==> src/rtl/imm_encoder_pkg.sv <==
// Shared immediate-format types and the representability check used by the
// encoder datapath and by anything that needs to predict its error flag.
package imm_types;

  typedef enum logic [2:0] {
    IMM_I = 3'd0,
    IMM_S = 3'd1,
    IMM_B = 3'd2,
    IMM_U = 3'd3,
    IMM_J = 3'd4
  } imm_sel_e;

  localparam int unsigned XLEN          = 32;
  localparam int unsigned ERR_CNT_W     = 16;
  localparam logic [15:0] ERR_COUNT_MAX = 16'hFFFF;

  // True when v[31:lo] is a pure sign extension (all zeros or all ones).
  function automatic logic upper_uniform(input logic [31:0] v, input int unsigned lo);
    logic [31:0] shifted;
    shifted = 32'($signed(v) >>> lo);
    return (shifted == '0) || (shifted == '1);
  endfunction

  function automatic logic imm_fits(input imm_sel_e sel, input logic [31:0] imm);
    logic fits;
    case (sel)
      IMM_I, IMM_S: fits = upper_uniform(imm, 11);
      IMM_B:        fits = upper_uniform(imm, 12) && !imm[0];
      IMM_U:        fits = (imm[11:0] == 12'h000);
      IMM_J:        fits = upper_uniform(imm, 20) && !imm[0];
      default:      fits = 1'b0;
    endcase
    return fits;
  endfunction

endpackage

==> src/rtl/imm_field_pack.sv <==
// Scatters an immediate into the bit positions of the selected instruction
// format; every bit outside that field is taken from the base instruction.
module imm_field_pack
  import imm_types::*;
(
  input  imm_sel_e    sel,
  input  logic [31:0] imm,
  input  logic [31:0] base,
  output logic [31:0] instr
);

  // Out-of-range immediates are still packed from their truncated low bits.
  always_comb begin
    instr = base;
    case (sel)
      IMM_I: begin
        instr[31:20] = imm[11:0];
      end
      IMM_S: begin
        instr[31:25] = imm[11:5];
        instr[11:7]  = imm[4:0];
      end
      IMM_B: begin
        instr[31]    = imm[12];
        instr[30:25] = imm[10:5];
        instr[11:8]  = imm[4:1];
        instr[7]     = imm[11];
      end
      IMM_U: begin
        instr[31:12] = imm[31:12];
      end
      IMM_J: begin
        instr[31]    = imm[20];
        instr[30:21] = imm[10:1];
        instr[20]    = imm[11];
        instr[19:12] = imm[19:12];
      end
      default: begin
        instr = base;
      end
    endcase
  end

endmodule

==> src/rtl/imm_encoder.sv <==
// Two-stage immediate encoder: S1 captures the request and its range check,
// S2 holds the merged instruction until the consumer takes it.
module imm_encoder
  import imm_types::*;
(
  input  logic        clk,
  input  logic        rst,
  input  logic        in_valid,
  output logic        in_ready,
  input  imm_sel_e    in_sel,
  input  logic [31:0] in_imm,
  input  logic [31:0] in_base,
  output logic        out_valid,
  input  logic        out_ready,
  output logic [31:0] out_instr,
  output logic        out_err,
  output logic [15:0] err_count
);

  logic        s1_valid_q, s1_valid_d;
  imm_sel_e    s1_sel_q,   s1_sel_d;
  logic [31:0] s1_imm_q,   s1_imm_d;
  logic [31:0] s1_base_q,  s1_base_d;
  logic        s1_err_q,   s1_err_d;

  logic        s2_valid_q, s2_valid_d;
  logic [31:0] s2_instr_q, s2_instr_d;
  logic        s2_err_q,   s2_err_d;

  logic [15:0] err_count_q, err_count_d;

  logic        s1_advance;
  logic        s1_load;
  logic        out_fire;
  logic [31:0] packed_instr;

  assign s1_advance = !s2_valid_q || out_ready;
  assign s1_load    = !s1_valid_q || s1_advance;
  assign out_fire   = s2_valid_q && out_ready;

  imm_field_pack u_pack (
    .sel   (s1_sel_q),
    .imm   (s1_imm_q),
    .base  (s1_base_q),
    .instr (packed_instr)
  );

  always_comb begin
    s1_valid_d = s1_valid_q;
    s1_sel_d   = s1_sel_q;
    s1_imm_d   = s1_imm_q;
    s1_base_d  = s1_base_q;
    s1_err_d   = s1_err_q;
    if (s1_load) begin
      s1_valid_d = in_valid;
      if (in_valid) begin
        s1_sel_d  = in_sel;
        s1_imm_d  = in_imm;
        s1_base_d = in_base;
        s1_err_d  = !imm_fits(in_sel, in_imm);
      end
    end
  end

  always_comb begin
    s2_valid_d = s2_valid_q;
    s2_instr_d = s2_instr_q;
    s2_err_d   = s2_err_q;
    if (s1_advance) begin
      s2_valid_d = s1_valid_q;
      if (s1_valid_q) begin
        s2_instr_d = packed_instr;
        s2_err_d   = s1_err_q;
      end
    end
  end

  // Only delivered errors are counted; a stalled error result counts once.
  always_comb begin
    err_count_d = err_count_q;
    if (out_fire && s2_err_q && (err_count_q != ERR_COUNT_MAX)) begin
      err_count_d = err_count_q + 16'd1;
    end
  end

  always_ff @(posedge clk) begin
    if (rst) begin
      s1_valid_q  <= 1'b0;
      s1_sel_q    <= IMM_I;
      s1_imm_q    <= '0;
      s1_base_q   <= '0;
      s1_err_q    <= 1'b0;
      s2_valid_q  <= 1'b0;
      s2_instr_q  <= '0;
      s2_err_q    <= 1'b0;
      err_count_q <= '0;
    end else begin
      s1_valid_q  <= s1_valid_d;
      s1_sel_q    <= s1_sel_d;
      s1_imm_q    <= s1_imm_d;
      s1_base_q   <= s1_base_d;
      s1_err_q    <= s1_err_d;
      s2_valid_q  <= s2_valid_d;
      s2_instr_q  <= s2_instr_d;
      s2_err_q    <= s2_err_d;
      err_count_q <= err_count_d;
    end
  end

  // Outputs are forced quiet for the whole reset cycle, not just after it.
  assign in_ready  = !rst && s1_load;
  assign out_valid = !rst && s2_valid_q;
  assign out_instr = rst ? '0 : s2_instr_q;
  assign out_err   = !rst && s2_err_q;
  assign err_count = rst ? '0 : err_count_q;

endmodule
==> config.mk <==
export PLATFORM = sky130hd
export DESIGN_NAME = imm_encoder
export DESIGN_NICKNAME = d
export VERILOG_FILES = /design/src/rtl/imm_encoder_pkg.sv /design/src/rtl/imm_field_pack.sv /design/src/rtl/imm_encoder.sv
export SDC_FILE = /design/constraint.sdc
export NUM_CORES = 1
export LEC_CHECK = 0
export CAP_MARGIN = 20
export CORE_MARGIN = 2
export CORE_UTILIZATION = 50
export DETAILED_ROUTE_END_ITERATION = 12
export PLACE_DENSITY = 0.79
export SLEW_MARGIN = 15
export SYNTH_ARGS = -nofsm -noshare
export SYNTH_HDL_FRONTEND = slang
export SYNTH_HIERARCHICAL = 1
export SYNTH_SLANG_ARGS = --single-unit
export TNS_END_PERCENT = 50
==> constraint.sdc <==
create_clock -name clk -period 3.6 [get_ports clk]
set_input_delay 0.54 -clock clk [delete_from_list [all_inputs] [get_ports clk]]
set_output_delay 0.54 -clock clk [all_outputs]
set_load 0.02 [all_outputs]
==> results.toml <==
[layout]
antennaDiodeCount = 0
fin_util = 0.680
layout-area-overhead-vs-synth_pct = 32.7
nNetsFinal = 893
final_cells = 972
drive_gt1_frac = 0.0817

[critical_path]
path_class = "primary input to output port"
r2r_start = "s2_valid_q"
cp_max_fo = 6
crit_path_start_kind = "primary input"
r2r_cells = 6
r2r_end = "s1_imm_q[14]"
crit_path_cell_trace = "clkdlybuf4s50_1 > and2b_1 > a21oi_1 > clkdlybuf4s50_1"
max_stage_delay_ps = 620
slowest_stage = "clkdlybuf4s50_1"
setup.worst_path.end_class = "output port"
worst-path-buf-inv = 2
r2r_slack_ps = 1590
worst_path_most_repeated_cell = "clkdlybuf4s50_1"
worstPathRequired_ps = 3060
path_delay_family = "buffers and inverters"
worstPathArrival_ps = 2150

[die]
die-area_mm2 = 0.0120
die_width_um = 109
num_rows = 38
core_area_mm2 = 0.0108
ios = 122
die_h_um = 109
start_util = 0.512

[timing]
drv_slew = 0
maxSlewHeadroom = 0.509
final_hold_viol_count = 0
max_freq_ghz = 0.372
fin_tns_setup_ps = 0
fin_crit_ps = 2690
setup_viol = 0
tightest_slew_ps = 737
clock_skew_ps = 8.75
rsz0062_at_grt = "false"
holdWs_ps = 448
fin_crit_sh = 0.747

[logic_synthesis]
synth_top_area_cell = "dfxtp_1"
synth.most_common_cell = "nand2_1"
synth_edf_count = 0
syn-num-nets = 797
ys_seq_elements = 119
synth_cell_type_count = 47
syn_inst = 725
yosys-top-cells-count = "nand2_1 (213), dfxtp_1 (119), a21oi_1 (115)"
synthFlopType = "dfxtp_1"
ys_seq_area_frac = 0.429
synth_top_area_share = 0.429
avgSynthCellArea_um2 = 7.66
synth-async-reset-ratio = 0
synthesis.area_mm2 = 0.00556
synth_area_leaders = "dfxtp_1 (43%), nand2_1 (14%), a21oi_1 (10%)"
yosys_warnings = 6

[detailed_routing]
drt_iter0_drc = 477
routed_wl_um = 14100
antenna_left = 0
routed_via_density = 5.37
wl_per_cell_um = 14.5
dr.pass1.iters = 5
via_count = 5224
drc = 0

[grt]
gr-total-overflow = 0
antenna_found_initial = 0
grtUsageTotal = 0.243
grt_pass1_vias = 4849
grt_pass1_wl_um = 22800
grt_max_degree = 74

[placed_design]
port_buffers = 121
hpwl_um = 10000
gp_congestion = 0.863
dp.cells = 942

[clock_tree]
cts.path.max_buffers = 2
h-tree-depth = 4
hold_buffers = 0
cts_setup_buffers = 0
cts_tree = "built"
clk_pin_slew_worst_paths_ps = 50
cts.sinks = 119
cts-resized-gates = 0
clk_latency_ps = 520
cts_made_buffers = 17
cts-root-buf = "clkbuf_8"

[outcome]
status = "finished clean"

[power]
switchingPower_w = 0.000778
leakage_nw = 2.72
power.internal_w = 0.00269
p_comb_frac = 0.103
switching_share = 0.224
seqPwrFrac = 0.408
peakVddDrop_v = 0.000273
pwr_density_cell_mw_per_mm2 = 471
clkPwrFrac = 0.489

[min_path]
hp-class = "register to register"
hold_end = "s2_instr_q[13]"
hp-start = "s2_instr_q[13]"
min_delay_path_depth = 2

[job]
maxCapViolations = 0
area by class of cell:
class                   count  area, um^2
fillers                   888        3470
multi-input cells         546        2890
flip-flops and latches    119        2380
repair buffers            135        1310
clock buffers              20         445
well taps                 140         175
clock inverters            10         153
inverters                   2        7.51
stage by stage:
step	total power (W)	instance area, um^2	setup slack [ps]
floorplan	0.00164	5560	1600
global placement	0.00178	6770	967
detailed placement	0.00179	6770	881
CTS	0.00348	7370	908
global route	0.00359	7370	832
finish	0.00347	7370	911
tightest hold or removal path, cell delays in order (launching register included):
cell	delay (ps)
dfxtp_1	300
nand2_1	50
a21oi_1	50
worst max path at each step:
stage               from       endpoint  slack (ps)  cells past startpoint
2_1_floorplan        rst  err_count[12]        1600                      4
3_3_place_gp   out_ready   s1_imm_q[16]         970                      7
3_5_place_dp   out_ready   s1_imm_q[15]         880                      7
4_1_cts        out_ready       in_ready         910                      4
5_1_grt        out_ready       in_ready         830                      4
6_report       out_ready       in_ready         910                      4
flip-flops by register name, summed over array words and instances, names as in the netlist:
signal / flops
s2_err_q: 1
s1_valid_q: 1
s2_valid_q: 1
s1_err_q: 1
s2_instr_q: 32
s1_base_q: 32
err_count_q: 16
s1_sel_q: 3
s1_imm_q: 32
cells in the final DEF (no fill, tap or decap), types with 2 or more instances in the layout:
cell type	count
a2111oi_0	2
a211oi_1	4
a21oi_1	115
and3_1	4
buf_4	15
bufinv_16	4
clkbuf_16	16
clkbuf_8	3
clkdlybuf4s50_1	120
clkinv_2	5
dfxtp_1	119
inv_1	2
mux2_2	7
mux2_4	9
mux2i_1	5
nand2_1	212
nand2b_1	4
nand3_1	6
nand3b_1	6
nand4_1	15
nor2_1	31
nor2b_1	53
nor3_1	9
nor4_1	8
o21ai_0	11
o22ai_1	8
or4_1	2
xnor2_1	9
xor2_1	6
per-layer routing:
layer | track usage | part of all wire
met5 | 0 | 0
met4 | 0.0895 | 0.016
met3 | 0.0533 | 0.065
met2 | 0.386 | 0.47
met1 | 0.323 | 0.45
kinds of logic (layout without fill, tap and decap cells):
| kind of cell | after synthesis | after routing | synth area share |
|---|---|---|---|
| AO/OA/AOI/OAI | 147 | 147 | 0.142 |
| flip-flops | 119 | 119 | 0.429 |
| adder cells (fa/ha/maj) | 2 | 2 | 0.00405 |
| buffers and inverters | 60 | 167 | 0.0516 |
| AND/OR/NAND/NOR | 361 | 361 | 0.302 |
| multiplexers | 21 | 21 | 0.0475 |
| XOR/XNOR | 15 | 15 | 0.0236 |
power by group through the flow:
stage                     Sequential [W]  Combinational [W]  Clock, W
after floorplan                  0.00142           0.000219         0
after CTS                        0.00141           0.000356   0.00172
after global placement           0.00144           0.000346         0
final                            0.00141           0.000359   0.00169
after global routing             0.00142           0.000394   0.00178
after detailed placement         0.00144           0.000353         0
Note: power is estimated with default switching activity, not from simulation.
